## config.mk

```make
export PLATFORM = sky130hd
export DESIGN_NAME = gpio_cfg_loader
export DESIGN_NICKNAME = d
export VERILOG_FILES = /design/src/rtl/gpio_cfg_loader.sv
export SDC_FILE = /design/constraint.sdc
export NUM_CORES = 1
export LEC_CHECK = 0
export BUFFER_PORTS_ARGS = -buffer_cell sky130_fd_sc_hd__buf_4
export CAP_MARGIN = 20
export CORE_ASPECT_RATIO = 0.9
export CORE_MARGIN = 2
export CORE_UTILIZATION = 40
export CTS_BUF_LIST = sky130_fd_sc_hd__clkbuf_8
export DETAILED_ROUTE_END_ITERATION = 12
export SKIP_CTS_REPAIR_TIMING = 1
export SKIP_LAST_GASP = 1
export SYNTH_ARGS = -nofsm -noshare
export SYNTH_HDL_FRONTEND = slang
export SYNTH_SLANG_ARGS = --single-unit
export TNS_END_PERCENT = 5
```

## constraint.sdc

```tcl
create_clock -name mclk -period 4.44 [get_ports mclk]
set_input_delay 0.444 -clock mclk [delete_from_list [all_inputs] [get_ports mclk]]
set_output_delay 0.444 -clock mclk [all_outputs]
set_load 0.02 [all_outputs]
```

## src/rtl/gpio_cfg_loader.sv

```systemverilog
// Sequencer that fetches one config word per pad and shifts the words MSB-first down the GPIO pad chain.
// state | meaning: IDLE wait start | SRST clear chain | FETCH get word | SHIFT clock bits out | LOAD latch strobe | DONE done pulse
module gpio_cfg_loader #(
    parameter int NUM_PADS      = 6,
    parameter int PAD_CTRL_BITS = 16,
    parameter int CLK_DIV       = 2,
    parameter int IDX_W         = (NUM_PADS > 1) ? $clog2(NUM_PADS) : 1
) (
    input  logic                     mclk,
    input  logic                     reset_n,
    input  logic                     cfg_start,
    output logic                     cfg_busy,
    output logic                     cfg_done,
    output logic                     cfg_rd_req,
    output logic [IDX_W-1:0]         cfg_rd_idx,
    input  logic [PAD_CTRL_BITS-1:0] cfg_rd_data,
    input  logic                     cfg_rd_ack,
    output logic                     serial_shift_rstn,
    output logic                     serial_clock,
    output logic                     serial_data,
    output logic                     serial_load
);

    localparam int BIT_W = $clog2(PAD_CTRL_BITS) + 1;
    localparam int PH_W  = $clog2(CLK_DIV) + 1;
    localparam logic [PH_W-1:0]  PH_LAST  = PH_W'(CLK_DIV - 1);
    localparam logic [BIT_W-1:0] BIT_LAST = BIT_W'(PAD_CTRL_BITS - 1);
    localparam logic [IDX_W-1:0] IDX_LAST = IDX_W'(NUM_PADS - 1);

    typedef enum logic [2:0] {
        S_IDLE,
        S_SRST,
        S_FETCH,
        S_SHIFT,
        S_LOAD,
        S_DONE
    } state_t;

    state_t                   state_q, state_d;
    logic [IDX_W-1:0]         idx_q, idx_d;
    logic [BIT_W-1:0]         bit_q, bit_d;
    logic [PH_W-1:0]          ph_q, ph_d;
    logic                     hi_q, hi_d;
    logic [PAD_CTRL_BITS-1:0] sr_q, sr_d;
    logic                     data_q, data_d;
    logic [PAD_CTRL_BITS-1:0] sr_shl;
    logic                     ph_end;

    // A timed window is a low half then a high half of CLK_DIV cycles each.
    assign ph_end = hi_q && (ph_q == '0);
    assign sr_shl = sr_q << 1;

    always_comb begin
        state_d = state_q;
        idx_d   = idx_q;
        bit_d   = bit_q;
        ph_d    = ph_q;
        hi_d    = hi_q;
        sr_d    = sr_q;
        data_d  = data_q;

        if (state_q == S_SRST || state_q == S_SHIFT || state_q == S_LOAD) begin
            if (ph_q != '0) begin
                ph_d = ph_q - PH_W'(1);
            end else if (!hi_q) begin
                hi_d = 1'b1;
                ph_d = PH_LAST;
            end
        end

        case (state_q)
            S_IDLE: begin
                if (cfg_start) begin
                    state_d = S_SRST;
                    idx_d   = IDX_LAST;
                    ph_d    = PH_LAST;
                    hi_d    = 1'b0;
                end
            end
            S_SRST: begin
                if (ph_end) state_d = S_FETCH;
            end
            S_FETCH: begin
                if (cfg_rd_ack) begin
                    state_d = S_SHIFT;
                    sr_d    = cfg_rd_data;
                    data_d  = cfg_rd_data[PAD_CTRL_BITS-1];
                    bit_d   = BIT_LAST;
                    ph_d    = PH_LAST;
                    hi_d    = 1'b0;
                end
            end
            S_SHIFT: begin
                if (ph_end) begin
                    ph_d = PH_LAST;
                    hi_d = 1'b0;
                    if (bit_q != '0) begin
                        bit_d  = bit_q - BIT_W'(1);
                        sr_d   = sr_shl;
                        data_d = sr_shl[PAD_CTRL_BITS-1];
                    end else if (idx_q != '0) begin
                        idx_d   = idx_q - IDX_W'(1);
                        state_d = S_FETCH;
                    end else begin
                        state_d = S_LOAD;
                    end
                end
            end
            S_LOAD: begin
                if (ph_end) begin
                    state_d = S_DONE;
                    data_d  = 1'b0;
                end
            end
            S_DONE: begin
                state_d = S_IDLE;
            end
            default: begin
                state_d = S_IDLE;
            end
        endcase
    end

    always_ff @(posedge mclk) begin
        if (!reset_n) begin
            state_q <= S_IDLE;
            idx_q   <= '0;
            bit_q   <= '0;
            ph_q    <= '0;
            hi_q    <= 1'b0;
            sr_q    <= '0;
            data_q  <= 1'b0;
        end else begin
            state_q <= state_d;
            idx_q   <= idx_d;
            bit_q   <= bit_d;
            ph_q    <= ph_d;
            hi_q    <= hi_d;
            sr_q    <= sr_d;
            data_q  <= data_d;
        end
    end

    assign cfg_busy          = (state_q != S_IDLE) && (state_q != S_DONE);
    assign cfg_done          = (state_q == S_DONE);
    assign cfg_rd_req        = (state_q == S_FETCH);
    assign cfg_rd_idx        = idx_q;
    assign serial_shift_rstn = (state_q != S_SRST);
    assign serial_clock      = (state_q == S_SHIFT) && hi_q;
    assign serial_data       = data_q;
    assign serial_load       = (state_q == S_LOAD);

endmodule

```

== Word-level counts from Yosys, hierarchy flattened ==
Index checks and enable logic that the tools add are counted.
Word-level totals
  register bits: 30
  input bits: 20
  output and inout bits: 10
  word-level logic and storage cells: 82
Operators by class
  add/subtract/negate cells: 3
  equal/unequal tests: 15
  mux-type cells: 39
  reductions and logical operators: 18
Operator list (number)
  15-bit 2-to-1 mux: 3
  3-bit 2-to-1 mux: 11
  15-bit one-hot mux with 2 select lines: 1
  5-bit 2-to-1 mux: 3
  3-bit one-hot mux with 5 select lines: 1
  2-bit 2-to-1 mux: 6
  5-bit one-hot mux with 2 select lines: 1
  5-bit AND reduction: 2
  1-bit 2-to-1 mux: 9
  3-bit nonzero test: 3
  2-bit by 1-bit inequality test with 1-bit output, second input constant: 4
  2-bit inequality test, second input constant: 4
  3-bit by 2-bit equality test with 1-bit output, second input constant: 2
  3-bit equality test, second input constant: 2
  1-bit one-hot mux with 3 select lines: 2
  2-bit one-hot mux with 3 select lines: 1
  3-bit one-hot mux with 2 select lines: 1
  6-bit AND reduction: 1
  2-bit nonzero test: 3
  5-bit nonzero test: 1
  5-bit by 1-bit subtractor with 5-bit output, second input constant: 1
  4-bit AND reduction: 1
  3-bit by 1-bit equality test with 1-bit output, second input constant: 1
  1-bit logical AND: 3
  other kinds (7): 8

== Longest topological paths before layout ==
  depth after elaboration: 6
  gate-level depth with buffers: 8

== Least setup slack after synthesis ==
No wires, ideal clock.
  path kind: register -> register
  start point: register state_q[0]
  end point: register hi_q
  library setup time: 0.060 ns
  arrival: 1.828 ns
  data required time: 4.380 ns
  path slack: 2.552 ns
  stages on the path, launching flop included: 6
  cells stage by stage: dfxtp_1 clkbuf_1 nor3b_1 a21oi_1 o31ai_1 and3_1
Between the ends
  elaborated cells on any way between the ends: 12
  classes of those cells: 4 x eq/ne; 5 x mux; 3 x reduce/logical
RTL lines
  from (decl): line 39  | state_t state_q, state_d;
  from (signal assigned): line 134  | state_q <= state_d;
  3-bit equality test *
  via serial_load: line 21  | output logic serial_load
  1-bit logical OR *: line 62  | if (state_q == S_SRST || state_q == S_SHIFT || state_q == S_LOAD) begin
  1-bit 2-to-1 mux *: line 62
  1-bit 2-to-1 mux (on tied branches): line 94, 73, 84
  1-bit one-hot mux with 3 select lines *: line 71  | case (state_q)
  to (signal assigned): line 138  | hi_q <= hi_d;
  to (decl): line 43  | logic hi_q, hi_d;
The timed path passes the listed nets; every way through them passes the cells marked *.
A chain may end at the register's enable or synchronous reset.

== Final worst setup path ==
  start point: register state_q[2]
  end point: output serial_load
Between the ends
  longest elaborated chain between the ends: 1
RTL lines
  3-bit equality test: line 151  | assign serial_load = (state_q == S_LOAD);
  to (decl): line 21
No other way between the ends.

==> impl_table.tex <==
\begin{tabular}{lr}
\hline
Metric & Value \\
\hline
\multicolumn{2}{l}{\textbf{Synth}} \\
\quad Area share of fa/ha/maj cells after synthesis & 0.03218 \\
\quad Number of cells produced by synthesis & 182 \\
\quad Share of synthesized flip-flops with an asynchronous set or reset & 0 \\
\quad Sequential cell area fraction in the yosys report & 0.3862 \\
\quad Mux contribution to synthesized area & 0.02574 \\
\quad Fraction of the mapped netlist area in compound gates & 0.2261 \\
\quad Number of distinct library cells after synthesis & 48 \\
\quad Post-synth design cell area & 0.001555 mm² \\
\quad Cell types occupying the most area after synthesis & dfxtp\_1 39\%, nand2\_1 7.0\%, o221ai\_1 5.6\%, a21oi\_1 4.2\%, ha\_1 3.2\% \\
\quad Synth Flop Type & dfxtp\_1 \\
\quad Average footprint of a synthesized cell & 8.545 µm² \\
\quad Share of synthesized cell area in and, or, nand and nor gates & 0.2462 \\
\quad Flip-flop and latch count after synthesis & 30 \\
\quad Yosys warnings & 0 \\
\quad Combinational family with the most area after synthesis & simple AND/OR/NAND/NOR gates \\
\quad Count of flip-flops with a built-in enable after synthesis & 0 \\
\quad Xor-xnor portion of the synthesized cell area & 0.01126 \\
\quad Synthesized net count & 206 \\
\quad Most area-hungry cell type in the Yosys netlist & dfxtp\_1 \\
\quad Fraction of synthesized cell area taken by the top area cell type & 0.3862 \\
\multicolumn{2}{l}{\textbf{Layout}} \\
\quad Area used by sequential logic in the layout & 600.6 µm² \\
\quad Area of the multi-input gates & 842.1 µm² \\
\quad Post-layout util & 0.4960 \\
\quad Post-route standard cell area excluding fillers & 0.001851 mm² \\
\quad Fraction of layout instances using a drive strength above 1 & 0.2136 \\
\quad Net total in the final layout & 229 \\
\quad Area delta synth->final & 18.99\% \\
\quad Antenna diode instance count & 0 \\
\quad Fill count & 360 \\
\multicolumn{2}{l}{\textbf{Worst setup path}} \\
\quad R2R Setup Slk & 2.37 ns \\
\quad Crit path max-delay cell type & nor3b\_1 \\
\quad Crit path max fanout & 13 \\
\quad Reg-to-reg critical path startpoint & ph\_q[0] \\
\quad WP data arrival & 1.70 ns \\
\quad Worst-path cell chain & nor3b\_1, buf\_4 \\
\quad Required time at the worst-slack endpoint & 4.00 ns \\
\quad Reg-to-reg critical path endpoint & sr\_q[11] \\
\quad Reg2reg path depth & 4 \\
\quad Category of the worst setup path launch point & flop \\
\quad Critical path's largest stage delay & 0.62 ns \\
\quad Crit path kind & reg2out \\
\quad Endpoint type of the worst setup path & primary output \\
\multicolumn{2}{l}{\textbf{Detailed routing}} \\
\quad Initial DRT Pass Iterations & 4 \\
\quad DRC errors left & 0 \\
\quad Routed vias & 1424 \\
\quad Final wirelength & 3610 µm \\
\quad Number of antenna-violating nets in the routed design & 0 \\
\quad Detailed router's first-iteration violation count & 98 \\
\quad Wire per inst & 14.33 µm \\
\quad Avg Vias per Cell & 5.651 \\
\multicolumn{2}{l}{\textbf{Power and ir drop}} \\
\quad Part of the power in combinational logic & 0.121 \\
\quad Switching power & 0.1481 mW \\
\quad Total power divided by cell area & 314.2 mW/mm² \\
\quad Static power due to leakage & 0.7164 nW \\
\quad Sw Ratio & 0.2547 \\
\quad Internal power summed over all cells & 0.4334 mW \\
\quad Clock Power Share & 0.392 \\
\quad Sequential cell fraction of total power & 0.487 \\
\quad VDD IR-drop max & 150.4 µV \\
\multicolumn{2}{l}{\textbf{Outcome}} \\
\quad Result of the run & completed \\
\multicolumn{2}{l}{\textbf{Die}} \\
\quad Standard-cell row count & 21 \\
\quad Die Outline Area & 0.004403 mm² \\
\quad Number of top-level pins & 30 \\
\quad Placeable core region & 0.003731 mm² \\
\quad Die H & 63.16 µm \\
\quad Initial core utilization & 0.4168 \\
\quad Chip width & 69.73 µm \\
\multicolumn{2}{l}{\textbf{Clocking}} \\
\quad CTS tree & done \\
\quad TritonCTS Buffers & 5 \\
\quad Clock root cell & clkbuf\_8 \\
\quad Number of sinks on the clock net & 30 \\
\quad CTS max path bufs & 2 \\
\quad Clk Latency, worst-skew pair & 0.28 ns \\
\quad Clock transition at the registers of the reported paths & 0.07 ns \\
\quad Max H-tree Level & 2 \\
\multicolumn{2}{l}{\textbf{Global route}} \\
\quad Top Usage Layer GRT & met2 \\
\quad Total global routing overflow & 0 \\
\quad Pin count of the biggest net entering global routing & 21 \\
\quad Vias in the first global route & 1303 \\
\quad Met1 track demand over resource in global routing & 0.2241 \\
\quad Global routing usage on met3 & 0.04160 \\
\quad Number of antenna violations at the first check in global routing & 0 \\
\quad Met2 Use GR & 0.2800 \\
\quad Total routing usage reported by global routing & 0.1705 \\
\quad Wire length of the first global-routing pass & 6113 µm \\
\multicolumn{2}{l}{\textbf{STA}} \\
\quad Relative max-transition margin & 0.4689 \\
\quad Time the final worst path needs with I/O delays and setup & 2.143 ns \\
\quad Highest attainable clock frequency & 466.6 MHz \\
\quad Worst hold margin & 0.3667 ns \\
\quad Pins over their slew limit & 0 \\
\quad RSZ-0062 raised after global routing & false \\
\quad Worst clock skew & 0.008056 ns \\
\quad Final Hold Fails & 0 \\
\quad Setup-failing EPs final & 0 \\
\quad Setup tns final & 0 ns \\
\quad Transition time of the tightest slew-check pin & 0.7937 ns \\
\quad Portion of the clock cycle consumed by the worst path in the final layout & 0.4827 \\
\multicolumn{2}{l}{\textbf{Placement}} \\
\quad Buffers added on ports & 29 \\
\quad Placer congestion estimate & 0.7532 \\
\quad Total cell area at the placement stage & 0.001755 mm² \\
\quad Total half-perimeter wirelength after legalization and detailed placement & 2624 µm \\
\multicolumn{2}{l}{\textbf{Worst hold path}} \\
\quad Startpoint of the tightest hold check path & cfg\_rd\_data[9] \\
\quad Type of the most critical hold path & in2reg \\
\quad Hold Path End & sr\_q[9] \\
\quad Hold path depth & 3 \\
\multicolumn{2}{l}{\textbf{Job}} \\
\quad Max-cap check violation count & 0 \\
\hline
\end{tabular}
-- critical path, delay by kind of cell, from the launching register on --
family	cells	cell delay [ns]
AND/OR/NAND/NOR	1	0.62
flip-flops	1	0.54
buffers and inverters	1	0.26
-- power groups by stage --
stage          combinational [mW]  sequential (mW)  clock, mW
6_report                   0.0701            0.283      0.228
5_1_grt                    0.0778            0.285      0.247
4_1_cts                    0.0708            0.283      0.233
3_5_place_dp               0.0706            0.289          0
3_3_place_gp               0.0683            0.289          0
2_1_floorplan              0.0449            0.288          0
-- routing by layer --
metal | routed length, µm | up-vias
li1 | - | 712
met1 | 1715 | 681
met2 | 1716 | 29
met3 | 165 | 2
met4 | 12 | 0
met5 | 0 | -
-- area by class of cell --
cell class,instances,share of cell area
inverters,10,0.02028
clock inverters,2,0.006761
multi-input cells,129,0.4550
repair buffers,29,0.1176
clock buffers,6,0.04462
flip-flops and latches,30,0.3245
well taps,46,0.03110
-- flip-flops by register name, indices dropped and copies added (netlist names) --
name / flops
sr_q: 15
bit_q: 5
serial_data: 1
hi_q: 1
cfg_rd_idx: 3
ph_q: 2
state_q: 3
-- layout by cell type, fill, tap and decap left out, drive strengths merged, types with 2 or more instances in the layout --
cell type  count
o21ai          7
nand2         29
a22oi          4
dfxtp         30
and3           3
clkbuf         6
o221ai        10
ha             4
inv           10
nand3          4
nor3b          2
buf           29
or4b           2
nor4           2
o31ai          2
o41ai          3
nor2           9
a21oi         14
or3            2
nor3           7
nand2b         2
mux2i          4
-- through the flow --
step / power [mW] / instances / setup slack (ns)
final: 0.5815 / 252 / 2.297
after global routing: 0.6097 / 252 / 2.141
after CTS: 0.5872 / 252 / 2.319
after detailed placement: 0.3601 / 244 / 2.365
after global placement: 0.3572 / 244 / 2.473
after floorplan: 0.3328 / 182 / 2.552
-- synthesized netlist by cell type, drive strengths merged, types with 2 or more instances --
cell type  number
buf             6
nand2          29
nor3            7
a22oi           4
nor3b           2
o31ai           2
mux2i           4
nor2            9
clkbuf          7
o221ai         10
nand3           4
nand2b          2
or3             2
dfxtp          30
and3            3
ha              4
nor4            2
or4b            2
inv            10
o41ai           3
o21ai           7
a21oi          14
-- how the worst max path moves through the flow --
| stage | startpoint | end | slack, ns | cells past startpoint |
|---|---|---|---|---|
| after floorplan | state_q[0] | hi_q | 2.55 | 5 |
| after global placement | ph_q[0] | sr_q[12] | 2.47 | 4 |
| after detailed placement | hi_q | sr_q[13] | 2.37 | 4 |
| after CTS | state_q[2] | serial_load | 2.32 | 2 |
| after global routing | hi_q | sr_q[5] | 2.14 | 4 |
| final | state_q[2] | serial_load | 2.30 | 2 |
-- kinds of logic after synthesis --
group           count (synthesis)
xor+xnor                        2
flops                          30
mux                             4
compound gates                 47
simple gates                   72
buf+inv                        23
fa+ha+maj                       4
Power figures use the tool's default switching activity.
